===== config.mk =====
export PLATFORM = sky130hd
export DESIGN_NAME = elevator_car
export DESIGN_NICKNAME = d
export VERILOG_FILES = /design/src/rtl/elevator_car.sv
export SDC_FILE = /design/constraint.sdc
export NUM_CORES = 1
export LEC_CHECK = 0
export ABC_AREA = 1
export BUFFER_PORTS_ARGS = -buffer_cell sky130_fd_sc_hd__buf_2
export CORE_MARGIN = 2
export CORE_UTILIZATION = 55
export DETAILED_ROUTE_END_ITERATION = 12
export MAX_ROUTING_LAYER = met4
export PLACE_DENSITY = 0.88
export SYNTH_ARGS = -nofsm -noshare
export SYNTH_HDL_FRONTEND = slang
export SYNTH_SLANG_ARGS = --single-unit

===== constraint.sdc =====
create_clock -name clk -period 2.9 [get_ports clk]
set_input_delay 0.435 -clock clk [delete_from_list [all_inputs] [get_ports clk]]
set_output_delay 0.435 -clock clk [all_outputs]
set_load 0.01 [all_outputs]

===== src/rtl/elevator_car.sv =====
// Single-car elevator model: car position FSM plus door FSM driven by controller commands.
// Optional macro ELEVATOR_CAR_INTERLOCK_EN flags engine commands issued while the door is not closed.
module elevator_car #(
    parameter int BUTTONS_WIDTH = 8,
    parameter int TRAVEL_CYCLES = 4,
    parameter int DOOR_CYCLES   = 2
) (
    input  logic                     clk,
    input  logic                     reset,
    input  logic [1:0]               engine,
    input  logic [1:0]               door,
    output logic [2:0]               level_display,
    output logic [BUTTONS_WIDTH-1:0] floor_sensor,
    output logic                     door_closed,
    output logic                     door_opened,
    output logic                     moving,
    output logic                     fault
);

    localparam int TCW = (TRAVEL_CYCLES > 1) ? $clog2(TRAVEL_CYCLES) : 1;
    localparam int DCW = (DOOR_CYCLES > 1) ? $clog2(DOOR_CYCLES) : 1;
    localparam logic [TCW-1:0] TRAVEL_LOAD = TCW'(TRAVEL_CYCLES - 1);
    localparam logic [DCW-1:0] DOOR_LOAD   = DCW'(DOOR_CYCLES - 1);
    localparam logic [2:0]     TOP_FLOOR   = 3'(BUTTONS_WIDTH - 1);

`ifdef ELEVATOR_CAR_INTERLOCK_EN
    localparam bit INTERLOCK = 1'b1;
`else
    localparam bit INTERLOCK = 1'b0;
`endif

    typedef enum logic [1:0] {
        ALIGNED,
        MOVING_UP,
        MOVING_DOWN
    } car_state_t;

    typedef enum logic [1:0] {
        CLOSED,
        OPENING,
        OPEN,
        CLOSING
    } door_state_t;

    car_state_t  car_state, car_next;
    door_state_t door_state, door_next;
    logic [TCW-1:0] travel_cnt, travel_next;
    logic [DCW-1:0] door_cnt, door_cnt_next;
    logic [2:0]     level, level_next;
    logic           fault_r, fault_set;

    logic eng_up, eng_down, eng_bad;
    logic door_open_cmd, door_close_cmd, door_bad;
    logic door_priority;

    assign eng_up         = (engine == 2'b01);
    assign eng_down       = (engine == 2'b10);
    assign eng_bad        = (engine == 2'b11);
    assign door_open_cmd  = (door == 2'b01);
    assign door_close_cmd = (door == 2'b10);
    assign door_bad       = (door == 2'b11);

    // An open request on a parked, closed car wins over any engine request that cycle.
    assign door_priority = (car_state == ALIGNED) && (door_state == CLOSED) && door_open_cmd;

    always_ff @(posedge clk or negedge reset) begin
        if (!reset) begin
            car_state  <= ALIGNED;
            door_state <= CLOSED;
            travel_cnt <= '0;
            door_cnt   <= '0;
            level      <= '0;
            fault_r    <= 1'b0;
        end else begin
            car_state  <= car_next;
            door_state <= door_next;
            travel_cnt <= travel_next;
            door_cnt   <= door_cnt_next;
            level      <= level_next;
            fault_r    <= fault_r | fault_set;
        end
    end

    always_comb begin
        car_next    = car_state;
        travel_next = travel_cnt;
        level_next  = level;
        fault_set   = eng_bad | door_bad;

        case (car_state)
            ALIGNED: begin
                if (!door_priority && (eng_up || eng_down)) begin
                    if (door_state != CLOSED) begin
                        if (INTERLOCK) fault_set = 1'b1;
                    end else if (eng_up) begin
                        if (level == TOP_FLOOR) begin
                            fault_set = 1'b1;
                        end else begin
                            car_next    = MOVING_UP;
                            travel_next = TRAVEL_LOAD;
                        end
                    end else begin
                        if (level == 3'd0) begin
                            fault_set = 1'b1;
                        end else begin
                            car_next    = MOVING_DOWN;
                            travel_next = TRAVEL_LOAD;
                        end
                    end
                end
            end
            MOVING_UP, MOVING_DOWN: begin
                if (door_open_cmd) fault_set = 1'b1;
                if (travel_cnt == '0) begin
                    car_next   = ALIGNED;
                    level_next = (car_state == MOVING_UP) ? level + 3'd1 : level - 3'd1;
                end else begin
                    travel_next = travel_cnt - TCW'(1);
                end
            end
            default: car_next = ALIGNED;
        endcase
    end

    always_comb begin
        door_next     = door_state;
        door_cnt_next = door_cnt;

        case (door_state)
            CLOSED: begin
                if (door_open_cmd && (car_state == ALIGNED)) begin
                    door_next     = OPENING;
                    door_cnt_next = DOOR_LOAD;
                end
            end
            OPENING: begin
                if (door_close_cmd) begin
                    door_next     = CLOSING;
                    door_cnt_next = DOOR_LOAD;
                end else if (door_cnt == '0) begin
                    door_next = OPEN;
                end else begin
                    door_cnt_next = door_cnt - DCW'(1);
                end
            end
            OPEN: begin
                if (door_close_cmd) begin
                    door_next     = CLOSING;
                    door_cnt_next = DOOR_LOAD;
                end
            end
            CLOSING: begin
                if (door_open_cmd) begin
                    door_next     = OPENING;
                    door_cnt_next = DOOR_LOAD;
                end else if (door_cnt == '0) begin
                    door_next = CLOSED;
                end else begin
                    door_cnt_next = door_cnt - DCW'(1);
                end
            end
            default: door_next = CLOSED;
        endcase
    end

    assign level_display = level;
    assign floor_sensor  = (car_state == ALIGNED) ? (BUTTONS_WIDTH'(1) << level) : '0;
    assign moving        = (car_state != ALIGNED);
    assign door_closed   = (door_state == CLOSED);
    assign door_opened   = (door_state == OPEN);
    assign fault         = fault_r;

endmodule


# Yosys cells after proc, flatten, opt, wreduce, memory -nomap -nowiden

Cells that the tools add are included.

ROM bits: 0
Memories: 0
Bits of input ports: 6
Word-level logic and storage cells: 90
Output and inout port bits: 15
Memory bits (writable): 0
Latch bits: 0
Register bits: 11

Muxes and demuxes: 36
$add $sub $neg: 4
Bitwise operators: 2
Div/mod/pow operators: 0
Order comparisons: 0
Multiply operators: 0
Shift-type cells: 1
Reductions and logical operators: 19
Eq/ne operators: 22

Operators by type and width:

| kind                | number |
|---|---|
| $mux 2              | 18 |
| $eq 2x2->1 const B  | 7 |
| $ne 3x3->1 const B  | 4 |
| $mux 1              | 11 |
| $eq 2x1->1 const B  | 4 |
| $mux 8              | 1 |
| $ne 2x2->1 const B  | 4 |
| $pmux 2 s2          | 2 |
| $pmux 2 s4          | 1 |
| $shl 1x3->8 const A | 1 |
| $logic_not 2->1     | 3 |
| $reduce_and 6->1    | 1 |
| $reduce_bool 2->1   | 3 |
| $reduce_and 5->1    | 1 |
| $logic_and 1x1->1   | 4 |
| $ne 2x1->1 const B  | 2 |
| $pmux 1 s4          | 1 |
| $reduce_and 2->1    | 2 |
| $reduce_and 4->1    | 1 |
| $add 3x1->3 const B | 1 |
| $eq 3x3->1 const B  | 1 |
| $logic_not 3->1     | 1 |
| $mux 3              | 1 |
| $sub 3x1->3 const B | 1 |
| 7 further kinds     | 8 |

# Longest topological paths before layout

Word-level depth: 8
Depth in mapped cells: 11
Mapped depth without buffers: 11

# Least setup slack after synthesis

No wires, ideal clock.

Path kind: register to register
Start point: register car_state[1]
End point: register level[2], in the netlist level_display[2]
Stages on the path, launching flop included: 8
Path slack: 1.414 ns
Data required time: 2.769 ns
Library setup time: 0.131 ns
Path buffers: 0
Clock period less this slack: 1.486 ns
Arrival: 1.355 ns
Cell sequence: dfrtp_1 -> inv_1 -> ha_1 -> inv_1 -> fa_1 -> a21oi_1 -> o21ai_0 -> xor2_1

Longest elaborated chain between the ends: 3
Elaborated cells between the ends (all ways): 5
Classes of those cells: eq/ne: 2; mux: 1; reduce/logical: 2

Ends and longest elaborated chain:

| item                                     | line    | RTL |
|---|---|---|
| from (decl)                              | 45      | `car_state_t car_state, car_next;` |
| from (signal assigned)                   | 75      | `car_state <= car_next;` |
| $eq 2x1->1 or $eq 2x2->1 (tied branches) | 90, 116 |  |
| $reduce_or 2->1                          | 90      | `case (car_state)` |
| $reduce_and 2->1 (no line)               | n/a     |  |
| to (signal assigned)                     | 79      | `level <= level_next;` |
| to (decl)                                | 49      | `logic [2:0] level, level_next;` |

Parallel ways exist; a longest one is shown, timed or not.
A chain may end at the register's enable or synchronous reset.

# Worst setup path in the final report

Start point: register car_state[0]
End point: output floor_sensor[5]

Longest elaborated chain between the ends: 2

Ends and longest elaborated chain:

| item            | line | RTL |
|---|---|---|
| $logic_not 2->1 | 167  | `assign floor_sensor = (car_state == ALIGNED) ? (BUTTONS_WIDTH'(1) << level) : '0;` |
| $mux 8          | 167  |  |
| to (decl)       | 13   | `output logic [BUTTONS_WIDTH-1:0] floor_sensor,` |

No other way between the ends.

==> metrics.yaml <==
run_status:
  status: "complete, no violations"
placement:
  io_buffers: 20
  dp_hpwl_um: 1530
  place_congestion: 0.825
clock_tree:
  path_clk_slew_ps: 80
  cts_root_buf: "clkbuf_4"
  holdBufCountCts: 0
  cts_buffer_depth: 2
  cts_buffers: 3
  cts-resized-gates: 0
  tritoncts: "yes"
  cts_sinks: 11
  clk_latency_ps: 270
  cts_max_level: 1
  postCtsSetupBuffers: 0
grt:
  grt_pass1_wl_um: 3270
  grt_max_degree: 12
  grtUsageMet3_pct: 2.45
  grt_pass1_vias: 793
  grt-ovfl-total: 0
  use_met1_pct: 28.2
  grt.busiest_layer: "met2"
  antenna_found_initial: 0
  grt_util_met2_pct: 39.7
  grtUsageTotal_pct: 23.6
worst_setup_path:
  path_delay_family: "flip-flops"
  path_cells: "inv_1, ha_1, nand2_1, nor2_1, buf_2"
  critPathKind: "flop to output pin"
  arrival_ps: 1490
  critical_path.endpoint_type: "output pin"
  crit_required_ps: 2470
  cpPeakStageDelay_ps: 420
  r2r_setup_slack_ps: 1240
  reg2reg_to: "car_state[0]$_DFFE_PN0P_"
  r2r_start: "car_state[0]$_DFFE_PN0P_"
  reg2reg_depth: 10
  startpoint_type: "flop"
  critPathBufInv: 2
  cp.depth: 5
  worst_path_max_delay_cell: "dfrtp_1"
  cp_max_fo: 7
route:
  route.detailed.drc: 0
  routed_wl_um: 1960
  ant_nets: 0
  first_iter_violations: 28
  vias: 864
  viasPerCell: 5.24
  drt-pass1-iter-count: 4
  routedWlPerCell_um: 11.9
die:
  fp.coreArea_um2: 1510
  die_w_um: 44.2
  dieArea_um2: 1960
  ios: 21
  row_count: 14
  initial_utilization_pct: 59.1
  die_h_um: 44.2
layout:
  antenna_cells: 0
  syn2layout_area_growth_pct: 16.4
  fillers: 114
  layout.nets: 168
  layout-drive-gt1-share_pct: 21.5
pwr:
  clock_power_share_pct: 8.9
  p_seq_share_pct: 25.0
  netSwitchingFraction_pct: 52.0
  internal_power_mw: 0.580
  pwr_density_cell_nw_per_um2: 1170
  vdd_drop_max_mv: 0.529
  p_leak_nw: 0.598
  switching_power_mw: 0.629
  combPwrFrac_pct: 66.1
timing:
  rsz0062_at_grt: "no"
  finClkSkew_ps: 7.91
  fin_crit_sh_pct: 66.3
  relSlewSlack_pct: 81.9
  maxSlewViolCount: 0
  max_freq_ghz: 0.520
  finalHoldViolCount: 0
  setup_viol: 0
  period_needed_ps: 1920
  tightest_slew_ps: 272
  setup_tns_ps: 0
  whs_ps: 17.7
synthesis:
  ys_ff_latch: 11
  syn_nets: 143
  synth_cells: 125
  yosys_warnings: 0
  ys_types: 19
  syn_area_per_cell_um2: 7.13
  netlist_area_um2: 891
  synth-seq-area-share_pct: 30.9
worst_hold_path:
  holdCritPathClass: "primary input to asynchronous set/reset pin"
run:
  cap_violations: 0
## cells in the mapped netlist
master	n	area, µm²
nand3_1	8	40.0
o21ai_0	6	30.0
fa_1	1	20.0
nor2_1	15	56.3
xor2_1	2	17.5
a21oi_1	4	20.0
nor2_2	2	12.5
o21ai_2	1	8.76
nand2_2	2	12.5
o21ai_1	2	10.0
nand2_4	1	11.3
inv_2	1	3.75
ha_1	11	138
inv_1	22	82.6
and3_4	1	11.3
nor2_4	1	11.3
a31oi_1	1	6.26
dfrtp_1	11	275
nand2_1	33	124
## worst max path at each step
stage                             startpoint                      endpoint
floorplan           car_state[1]$_DFFE_PN0P_  level_display[2]$_DFFE_PN0P_
global placement    car_state[1]$_DFFE_PN0P_               floor_sensor[0]
detailed placement  car_state[0]$_DFFE_PN0P_      car_state[0]$_DFFE_PN0P_
CTS                 car_state[0]$_DFFE_PN0P_               floor_sensor[5]
global route        car_state[0]$_DFFE_PN0P_               floor_sensor[1]
finish              car_state[0]$_DFFE_PN0P_               floor_sensor[5]
## routing by layer
layer	up-vias	routed length (µm)
met4	0	58
li1	431	-
met5	-	0
met2	47	934
met3	9	140
met1	377	823
## cell usage in the layout, fill, tap and decap left out
cell,synthesis,routed
buf_2,0,20
nand2_2,2,2
a31oi_1,1,1
nand2_4,1,1
dfrtp_1,11,11
fa_1,1,1
xor2_1,2,2
nor2_4,1,1
and3_4,1,1
o21ai_2,1,1
ha_1,11,11
nand2_1,33,33
clkbuf_1,0,1
inv_2,1,1
o21ai_0,6,6
o21ai_1,2,2
inv_1,22,22
nor2_1,15,15
a21oi_1,4,4
nor2_2,2,2
nand3_1,8,8
clkbuf_4,0,3
## final cells by class
class	instances	area (µm²)	share of cell area, %
clock buffers	4	26.3	2.53
repair buffers	20	100	9.65
inverters	23	86.3	8.32
multi-input cells	91	529	51.0
well taps	16	20.0	1.93
flip-flops and latches	11	275	26.5
## worst reg2reg max path: cells and delay by family, from the launching register on
family                   cells  cell delay [ps]
adder cells (fa/ha/maj)      1              290
buffers and inverters        1               70
flip-flops                   1              410
AND/OR/NAND/NOR              8              790
## power groups by stage
stage          combinational, mW  sequential [mW]  clock (mW)
2_1_floorplan              0.579            0.296           0
3_3_place_gp               0.744            0.297           0
3_5_place_dp               0.782            0.302           0
4_1_cts                    0.799            0.300       0.110
5_1_grt                    0.907            0.311       0.117
6_report                   0.799            0.302       0.108
## metrics by stage
stage / worst slack (ps) / cells / utilization, % / total power, mW / area, µm²
floorplan: 1410 / 125 / - / 0.875 / 891
global placement: 1350 / 161 / 67.1 / 1.04 / 1010
detailed placement: 1290 / 161 / 67.1 / 1.08 / 1010
CTS: 966 / 165 / 68.9 / 1.21 / 1040
global route: 890 / 165 / 68.9 / 1.33 / 1040
finish: 977 / 165 / 68.9 / 1.21 / 1040
## flip-flops by register name (all words and copies together), names as in the netlist
signal         count
fault              1
travel_cnt         2
door_state         2
door_cnt           1
level_display      3
car_state          2
## cells by family after synthesis
group	count (synthesis)	synth area share [%]
AND/OR/NAND/NOR	63	31.3
buffers and inverters	23	9.69
AO/OA/AOI/OAI	14	8.43
adder cells (fa/ha/maj)	12	17.7
flip-flops	11	30.9
XOR/XNOR	2	1.97
No activity file was read; power rests on OpenSTA's default activity.
